$ cat config.mk
export PLATFORM = sky130hd
export DESIGN_NAME = gpio_test_seq_flat
export DESIGN_NICKNAME = d
export VERILOG_FILES = /design/src/rtl/gpio_test_seq_if.sv /design/src/rtl/gpio_test_seq.sv /design/src/flat_wrapper.sv
export SDC_FILE = /design/constraint.sdc
export NUM_CORES = 1
export LEC_CHECK = 0
export ABC_AREA = 1
export CAP_MARGIN = 20
export CELL_PAD_IN_SITES_DETAIL_PLACEMENT = 1
export CELL_PAD_IN_SITES_GLOBAL_PLACEMENT = 2
export CORE_UTILIZATION = 29
export CTS_BUF_LIST = sky130_fd_sc_hd__clkbuf_16
export CTS_CLUSTER_DIAMETER = 60
export DETAILED_ROUTE_END_ITERATION = 16
export PLACE_DENSITY_LB_ADDON = 0.1
export SYNTH_ARGS = -nofsm -noshare
export SYNTH_HDL_FRONTEND = slang
export SYNTH_SLANG_ARGS = --single-unit
$ cat constraint.sdc
create_clock -name wb_clk_i -period 3.4 [get_ports wb_clk_i]
set_input_delay 0.34 -clock wb_clk_i [delete_from_list [all_inputs] [get_ports wb_clk_i]]
set_output_delay 0.34 -clock wb_clk_i [all_outputs]
set_load 0.03 [all_outputs]
$ cat src/rtl/gpio_test_seq_if.sv
// Wishbone master bus bundle between the GPIO test sequencer and the GPIO test slave.
// 16-bit data, byte addressing, classic single-access handshake.
interface gpio_test_seq_if;
   logic        wbm_cyc_o;
   logic        wbm_stb_o;
   logic        wbm_we_o;
   logic [1:0]  wbm_sel_o;
   logic [31:0] wbm_adr_o;
   logic [15:0] wbm_dat_o;
   logic [15:0] wbm_dat_i;
   logic        wbm_ack_i;

   modport master (
      output wbm_cyc_o, wbm_stb_o, wbm_we_o, wbm_sel_o, wbm_adr_o, wbm_dat_o,
      input  wbm_dat_i, wbm_ack_i
   );

   modport slave (
      input  wbm_cyc_o, wbm_stb_o, wbm_we_o, wbm_sel_o, wbm_adr_o, wbm_dat_o,
      output wbm_dat_i, wbm_ack_i
   );
endinterface

$ cat src/rtl/gpio_test_seq.sv
// GPIO loopback test sequencer: enables outputs, writes four patterns, reads them back
// through the input registers under a width mask, then disables outputs and reports.
module gpio_test_seq #(
   parameter int unsigned GPIO_COUNT = 80,
   parameter logic [31:0] BASE_ADR   = 32'h0,
   parameter int unsigned TIMEOUT    = 255
) (
   input  logic            wb_clk_i,
   input  logic            wb_rst_n_i,
   input  logic            start_i,
   gpio_test_seq_if.master wbm,
   output logic            busy_o,
   output logic            done_o,
   output logic            pass_o,
   output logic            timeout_o,
   output logic [7:0]      fail_word_o,
   output logic [1:0]      fail_pat_o
);

   localparam int unsigned Words    = (GPIO_COUNT + 15) / 16;
   localparam int unsigned Rem      = GPIO_COUNT % 16;
   localparam logic [15:0] LastMask = (Rem == 0) ? 16'hFFFF : 16'((32'd1 << Rem) - 32'd1);
   localparam logic [7:0]  LastWord = 8'(Words - 1);
   localparam int unsigned TmoW     = $clog2(TIMEOUT + 2);
   localparam logic [TmoW-1:0] TmoMax = TmoW'(TIMEOUT);

   typedef enum logic [2:0] {StIdle, StOeOn, StWrDout, StRdDin, StOeOff, StFinish} state_e;

   state_e          state_q;
   logic            cyc_q, we_q, pass_pend_q;
   logic [31:0]     adr_q;
   logic [15:0]     dat_q;
   logic [7:0]      word_q;
   logic [1:0]      pat_q;
   logic [TmoW-1:0] tmo_q;

   logic [15:0] pat_val, mask, rd_diff, acc_dat;
   logic [31:0] acc_adr, acc_off;
   logic        acc_we, last_word;

   always_comb begin
      case (pat_q)
         2'd0:    pat_val = 16'h0000;
         2'd1:    pat_val = 16'hFFFF;
         2'd2:    pat_val = 16'h5555;
         default: pat_val = 16'hAAAA;
      endcase
      last_word = (word_q == LastWord);
      mask      = last_word ? LastMask : 16'hFFFF;
      rd_diff   = (wbm.wbm_dat_i ^ pat_val) & mask;
      acc_we    = 1'b1;
      acc_dat   = 16'h0000;
      acc_off   = 32'h0;
      case (state_q)
         StOeOn: begin
            acc_off = 32'h40;
            acc_dat = 16'hFFFF;
         end
         StWrDout: begin
            acc_off = 32'h20;
            acc_dat = pat_val;
         end
         StRdDin:  acc_we  = 1'b0;
         StOeOff:  acc_off = 32'h40;
         default:  ;
      endcase
      acc_adr = BASE_ADR + acc_off + {23'h0, word_q, 1'b0};
   end

   // Bus states share one access engine: launch when idle, then wait for ack or timeout.
   // Dropping cyc on ack guarantees the one idle cycle before the next launch.
   always_ff @(posedge wb_clk_i or negedge wb_rst_n_i) begin
      if (!wb_rst_n_i) begin
         state_q     <= StIdle;
         cyc_q       <= 1'b0;
         we_q        <= 1'b0;
         adr_q       <= 32'h0;
         dat_q       <= 16'h0;
         busy_o      <= 1'b0;
         done_o      <= 1'b0;
         pass_o      <= 1'b0;
         timeout_o   <= 1'b0;
         fail_word_o <= 8'h0;
         fail_pat_o  <= 2'd0;
         pass_pend_q <= 1'b0;
         word_q      <= 8'h0;
         pat_q       <= 2'd0;
         tmo_q       <= '0;
      end else begin
         done_o <= 1'b0;
         case (state_q)
            StIdle: begin
               if (start_i) begin
                  state_q     <= StOeOn;
                  busy_o      <= 1'b1;
                  pass_o      <= 1'b0;
                  timeout_o   <= 1'b0;
                  fail_word_o <= 8'h0;
                  fail_pat_o  <= 2'd0;
                  pass_pend_q <= 1'b0;
                  word_q      <= 8'h0;
                  pat_q       <= 2'd0;
               end
            end
            StOeOn, StWrDout, StRdDin, StOeOff: begin
               if (!cyc_q) begin
                  cyc_q <= 1'b1;
                  we_q  <= acc_we;
                  adr_q <= acc_adr;
                  dat_q <= acc_dat;
                  tmo_q <= '0;
               end else if (wbm.wbm_ack_i) begin
                  cyc_q  <= 1'b0;
                  we_q   <= 1'b0;
                  word_q <= last_word ? 8'h0 : word_q + 8'd1;
                  case (state_q)
                     StOeOn:   if (last_word) state_q <= StWrDout;
                     StWrDout: if (last_word) state_q <= StRdDin;
                     StRdDin: begin
                        if (rd_diff != 16'h0) begin
                           fail_word_o <= word_q;
                           fail_pat_o  <= pat_q;
                           word_q      <= 8'h0;
                           state_q     <= StOeOff;
                        end else if (last_word) begin
                           if (pat_q == 2'd3) begin
                              pass_pend_q <= 1'b1;
                              state_q     <= StOeOff;
                           end else begin
                              pat_q   <= pat_q + 2'd1;
                              state_q <= StWrDout;
                           end
                        end
                     end
                     default:  if (last_word) state_q <= StFinish;
                  endcase
               end else if (tmo_q == TmoMax) begin
                  cyc_q       <= 1'b0;
                  we_q        <= 1'b0;
                  timeout_o   <= 1'b1;
                  pass_pend_q <= 1'b0;
                  state_q     <= StFinish;
               end else begin
                  tmo_q <= tmo_q + TmoW'(1);
               end
            end
            StFinish: begin
               done_o  <= 1'b1;
               pass_o  <= pass_pend_q;
               busy_o  <= 1'b0;
               word_q  <= 8'h0;
               pat_q   <= 2'd0;
               state_q <= StIdle;
            end
            default: state_q <= StIdle;
         endcase
      end
   end

   assign wbm.wbm_cyc_o = cyc_q;
   assign wbm.wbm_stb_o = cyc_q;
   assign wbm.wbm_we_o  = we_q;
   assign wbm.wbm_sel_o = 2'b11;
   assign wbm.wbm_adr_o = adr_q;
   assign wbm.wbm_dat_o = dat_q;

endmodule

$ cat src/flat_wrapper.sv
// flat-port wrapper written by rule: the top's interface ports become plain ports
module gpio_test_seq_flat 
#(
   parameter int unsigned GPIO_COUNT = 80,
   parameter logic [31:0] BASE_ADR   = 32'h0,
   parameter int unsigned TIMEOUT    = 255
)
  (wb_clk_i, wb_rst_n_i, start_i, busy_o, done_o, pass_o, timeout_o, fail_word_o, fail_pat_o, wbm_wbm_cyc_o, wbm_wbm_stb_o, wbm_wbm_we_o, wbm_wbm_sel_o, wbm_wbm_adr_o, wbm_wbm_dat_o, wbm_wbm_dat_i, wbm_wbm_ack_i);
  gpio_test_seq_if wbm_i ();
  input  logic wb_clk_i;
  input  logic wb_rst_n_i;
  input  logic start_i;
  output logic busy_o;
  output logic done_o;
  output logic pass_o;
  output logic timeout_o;
  output logic [7:0] fail_word_o;
  output logic [1:0] fail_pat_o;
  output wire logic [$bits(wbm_i.wbm_cyc_o)-1:0] wbm_wbm_cyc_o;
  output wire logic [$bits(wbm_i.wbm_stb_o)-1:0] wbm_wbm_stb_o;
  output wire logic [$bits(wbm_i.wbm_we_o)-1:0] wbm_wbm_we_o;
  output wire logic [$bits(wbm_i.wbm_sel_o)-1:0] wbm_wbm_sel_o;
  output wire logic [$bits(wbm_i.wbm_adr_o)-1:0] wbm_wbm_adr_o;
  output wire logic [$bits(wbm_i.wbm_dat_o)-1:0] wbm_wbm_dat_o;
  input wire logic [$bits(wbm_i.wbm_dat_i)-1:0] wbm_wbm_dat_i;
  input wire logic [$bits(wbm_i.wbm_ack_i)-1:0] wbm_wbm_ack_i;
  assign wbm_wbm_cyc_o = wbm_i.wbm_cyc_o;
  assign wbm_wbm_stb_o = wbm_i.wbm_stb_o;
  assign wbm_wbm_we_o = wbm_i.wbm_we_o;
  assign wbm_wbm_sel_o = wbm_i.wbm_sel_o;
  assign wbm_wbm_adr_o = wbm_i.wbm_adr_o;
  assign wbm_wbm_dat_o = wbm_i.wbm_dat_o;
  assign wbm_i.wbm_dat_i = wbm_wbm_dat_i;
  assign wbm_i.wbm_ack_i = wbm_wbm_ack_i;
  gpio_test_seq #(.GPIO_COUNT(GPIO_COUNT), .BASE_ADR(BASE_ADR), .TIMEOUT(TIMEOUT)) u_core (.wb_clk_i(wb_clk_i), .wb_rst_n_i(wb_rst_n_i), .start_i(start_i), .wbm(wbm_i), .busy_o(busy_o), .done_o(done_o), .pass_o(pass_o), .timeout_o(timeout_o), .fail_word_o(fail_word_o), .fail_pat_o(fail_pat_o));
endmodule
Word level (Yosys, flattened, before mapping)
Index checks and enable logic that the tools add are counted.
{"block": "word_totals", "inputBits": 20, "wordCells": 137, "regBits": 87, "out_inout_bits": 67}
{"block": "classes", "n_mux": 66, "reduce_logical": 18, "eq_ne": 32, "n_bitwise": 2, "n_addsub": 4}
{"op": "$mux W8", "n": 10}
{"op": "$pmux W16 S3", "n": 1}
{"op": "$pmux W16 S2", "n": 1}
{"op": "$mux W3", "n": 10}
{"op": "$mux W9", "n": 3}
{"op": "$pmux W8 S3", "n": 1}
{"op": "$mux W2", "n": 11}
{"op": "$mux W1", "n": 19}
{"op": "$pmux W8 S2", "n": 1}
{"op": "$reduce_and A8 Y1", "n": 2}
{"op": "$reduce_bool A16 Y1", "n": 1}
{"op": "$xor A16 B16 Y16", "n": 1}
{"op": "$ne A2 B2 Y1 const B", "n": 7}
{"op": "$pmux W7 S2", "n": 1}
{"op": "$ne A3 B2 Y1 const B", "n": 4}
{"op": "$add A7 B9 Y10", "n": 1}
{"op": "$ne A2 B1 Y1 const B", "n": 5}
{"op": "$add A9 B1 Y9 const B", "n": 1}
{"op": "$eq A9 B8 Y1 const B", "n": 1}
{"op": "$pmux W3 S3", "n": 1}
{"op": "$add A8 B1 Y8 const B", "n": 1}
{"op": "$eq A8 B3 Y1 const B", "n": 1}
{"op": "$ne A4 B2 Y1 const B", "n": 2}
{"op": "$ne A4 B3 Y1 const B", "n": 2}
{"op": "other kinds (24)", "n": 34}

Logic depth before layout (Yosys ltp)
{"block": "logic_depth", "ltp_word": 9, "mapped_depth": 14}

Worst setup path before layout
OpenSTA, ideal clock, no wires.
{"block": "synth_timing", "path_kind": "register to register", "startpoint": "register u_core.tmo_q[0]", "endpoint": "register u_core.tmo_q[7]", "period_less_slack_ps": 1844, "slack_ps": 1556, "stages_incl_launch_ff": 15, "setup_time_ps": 119, "n_path_buf": 0, "arrival_ps": 1725, "path_cell_list": "dfrtp_1 ha_1 inv_1 nor3_1 nand3_1 nor2_1 ha_1 nor2_1 nand2_4 nand2_1 nand3_1 nor2_1 nand3_1 nand2_1 nor2_1"}
{"block": "synth_via", "elab_chain_cells": 4, "elab_cells_between_ends": 7, "cone_classes": "add/sub (1); eq/ne (2); mux (3); reduce/logical (1)"}
{"element": "start: declaration", "line_no": "gpio_test_seq.sv:35", "source": "logic [TmoW-1:0] tmo_q;"}
{"element": "start signal: assignment", "line_no": "gpio_test_seq.sv:144", "source": "tmo_q <= tmo_q + TmoW'(1);"}
{"element": "$add A9 B1 Y9", "line_no": "gpio_test_seq.sv:144"}
{"element": "$mux W9", "line_no": "gpio_test_seq.sv:137", "source": "end else if (tmo_q == TmoMax) begin"}
{"element": "$mux W9", "line_no": "gpio_test_seq.sv:112", "source": "end else if (wbm.wbm_ack_i) begin"}
{"element": "$mux W9", "line_no": "gpio_test_seq.sv:106", "source": "if (!cyc_q) begin"}
Several ways; a longest one is shown, not always the timed one. The select of a mux whose other input is x is not followed.
A chain may end at the register's enable or synchronous reset.

Worst setup path after layout
{"block": "layout_timing", "startpoint": "register u_core.state_q[2]", "endpoint": "register u_core.fail_word_o[3]"}
{"block": "layout_via", "elab_chain_cells": 4, "elab_cells_between_ends": 14, "cone_classes": "eq/ne (9); mux (1); reduce/logical (4)"}
{"element": "start: declaration", "line_no": "gpio_test_seq.sv:29", "source": "state_e state_q;"}
{"element": "start signal: assignment", "line_no": "gpio_test_seq.sv:74", "source": "state_q <= StIdle;"}
{"element": "start signal: assignment", "line_no": "gpio_test_seq.sv:94", "source": "state_q <= StOeOn;"}
{"element": "start signal: assignment", "line_no": "gpio_test_seq.sv:117", "source": "StOeOn: if (last_word) state_q <= StWrDout;"}
{"element": "$eq A3 B1 Y1, or another cell as far along", "line_no": "gpio_test_seq.sv:91", "source": "case (state_q)"}
{"element": "$reduce_or A4 Y1", "line_no": "gpio_test_seq.sv:91"}
{"element": "$ne A2 B1 Y1 (no line), or another cell as far along"}
{"element": "$reduce_and A6 Y1 (no line)"}
{"element": "end signal: assignment", "line_no": "gpio_test_seq.sv:121", "source": "fail_word_o <= word_q;"}
{"element": "end: declaration", "line_no": "gpio_test_seq.sv:16", "source": "output logic [7:0] fail_word_o,"}
Several ways; a longest one is shown, not always the timed one.

==> impl_metrics.ini <==
[outcome]
status = complete, no violations

[die]
dieArea_um2 = 11300
start_util = 0.302
rows = 37
fp.dieW_um = 106
die_y_um = 106
core_um2 = 10400
io_pins = 87

[finish]
final_common_cell = nand2_1
area_growth_pct = 22.1
num-fill-cells = 1307
final_util = 0.369
final_nets = 490
mostFrequentLayoutCells = nand2_1 (95), clkdlybuf4s50_1 (60), nor2_1 (58)
antenna_cells = 0
final_layout_size_suffix_gt1_frac = 0.0649

[sta]
rsz0062_at_grt = false
hold_violations = 0
holdWs_ns = 0.159
max-slew-margin-rel = 0.426
fin_tns_setup_ns = 0
fin_skew_ns = 0.0116
setup_viol = 0
finalCritPeriodShare = 0.658
drv_slew = 0
max_freq_mhz = 447
period_needed_ns = 2.24
worst_pin_slew_ns = 0.860

[critical_path]
crit_slowest_cell = dfrtp_1
crit_path_end_kind = flip-flop
path_cells = inv_1 -> o21ai_4 -> nand2_4 -> inv_2 -> a21oi_1 -> nor2_2 -> nand3_2 -> nand2_1 -> nand2_1
required_ns = 3.59
crit_arrival_ns = 2.43
start_kind = flip-flop
cp_top_family = simple AND/OR/NAND/NOR gates
worst-path-max-fanout = 16
critPathMaxStageDelay_ns = 0.44
path_class = flip-flop to flip-flop
crit_top_cell = nand2_1
worstPathBufferInverterCount = 2

[logic_synthesis]
syn_area_per_cell_um2 = 7.54
async_flop_share = 1.00
ys.flop_type = dfrtp_1
ys_warn_count = 0
yosysTopAreaCellShare = 0.398
synth_seq_area_share = 0.398
yosysTopAreaCell = dfrtp_1
ys_ff_latch = 50
yosys-top-cells-area = dfrtp_1 (40%), nand2_1 (11%), buf_4 (9.8%)
synth.distinct_cells = 38
synthesis.area_um2 = 3150
synth-edff-count = 0
synth_cells = 417

[routing]
dr_total_vias = 2696
remaining_drc_errors = 0
first_pass_iters = 4
vias_per_cell = 4.51
final_antenna_net_count = 0
drt-total-wl_um = 7900
drt_iter0_drc = 135
wl_per_cell_um = 13.2

[power_and_ir_drop]
leakagePower_nw = 1.80
peakVddDrop_mv = 0.289
total_power_mw = 3.26
power_density_nw_per_um2 = 850

[worst_hold_path]
min_path_type = input port to asynchronous set/reset pin

[clock_network]
postCtsSetupBuffers = 0
holdBufCountCts = 0
cts_max_path_buffers = 2
clock_sinks = 50
cts_buffers = 5
clk_root_buffer_cell = clkbuf_16
cts_tree = done
htreeDepth = 2
clock_latency_ns = 0.29
clkTransAtPathRegs_ns = 0.08
cts_resized = 0

[global_route]
met2_usage = 0.247
track_usage = 0.149
grtUsageMet3 = 0.0215
grt_first_pass_wirelength_um = 13600
gr-max-usage-layer = met2
globalRouteMet1Util = 0.203
antenna_found_initial = 0
grt_overflow_total = 0
grt_pass1_vias = 2772
grt_start_max_net_pins = 38

[place]
port_buffers = 61
gp_congestion = 0.792
hpwl_um = 6140

[flow_run]
maxCapViolCount = 0
-- logic make-up after synthesis --
group | share of synthesized area
adders and majority gates | 0.0382
AOI/OAI and AO/OA | 0.0732
other | 0.00239
buffers and inverters | 0.164
xor gates and xnor gates | 0.0139
DFF | 0.398
and+or+nand+nor | 0.310
-- per-layer routing --
layer | share of wire | wire (um)
met1 | 0.49 | 3850
met2 | 0.47 | 3720
met3 | 0.032 | 251
met4 | 0.010 | 79
met5 | 0 | 0
-- per-stage QoR --
step | cell area [um^2] | setup WS [ns] | instances
6_report | 3840 | 1.16 | 598
5_1_grt | 3840 | 0.939 | 598
4_1_cts | 3840 | 1.13 | 598
3_5_place_dp | 3670 | 1.16 | 590
3_3_place_gp | 3670 | 1.18 | 590
2_1_floorplan | 3230 | 1.56 | 440
-- layout make-up --
type / instances / area, um^2 / area share
clock buffer: 5 / 125 / 0.0326
inverter: 46 / 173 / 0.0450
tap: 136 / 170 / 0.0443
timing repair buffer: 62 / 613 / 0.160
multi-input combinational: 296 / 1460 / 0.381
sequential: 50 / 1250 / 0.326
clock inverter: 3 / 43.8 / 0.0114
-- synth_stat cells (3+ instances only) --
master / instances
buf_4: 41
o21ai_0: 21
nand2_1: 95
nor2_1: 58
nor2_2: 4
xor2_1: 5
ha_1: 8
nand4_1: 17
a21oi_1: 6
clkbuf_1: 3
nand2_4: 4
inv_1: 44
nor3_1: 11
dfrtp_1: 50
nand2_2: 7
nand3_1: 14
o21ai_1: 4
-- path summary, 6_finish.rpt --
kind	start	endpoint	slack, ns	cells past startpoint
max reg2reg	u_core.state_q[2]	u_core.fail_word_o[3]	1.16	9
max	u_core.state_q[2]	u_core.fail_word_o[3]	1.16	9
min reg2reg	u_core.fail_word_o[2]	u_core.fail_word_o[2]	0.48	2
min in group wb_clk_i	u_core.fail_word_o[2]	u_core.fail_word_o[2]	0.48	2
max in group asynchronous	wb_rst_n_i	u_core.fail_pat_o[1]	2.51	2
min	wb_rst_n_i	u_core.tmo_q[2]	0.16	1
-- report_power, final --
part           internal (mW)  total (mW)  leakage [nW]  switching [mW]
Sequential             0.733       0.869         0.669           0.136
Clock                  0.349       0.585        0.0842           0.236
Combinational          0.572        1.81          1.05            1.24
-- registers in the layout, indices dropped and copies added, names as in the netlist, 2 cells and up --
register              flops
u_core.pat_q              2
u_core.wbm.wbm_dat_o      2
u_core.fail_pat_o         2
u_core.tmo_q              9
u_core.state_q            3
u_core.wbm.wbm_adr_o      9
u_core.fail_word_o        8
u_core.word_q             8
Power figures use the tool's default switching activity.
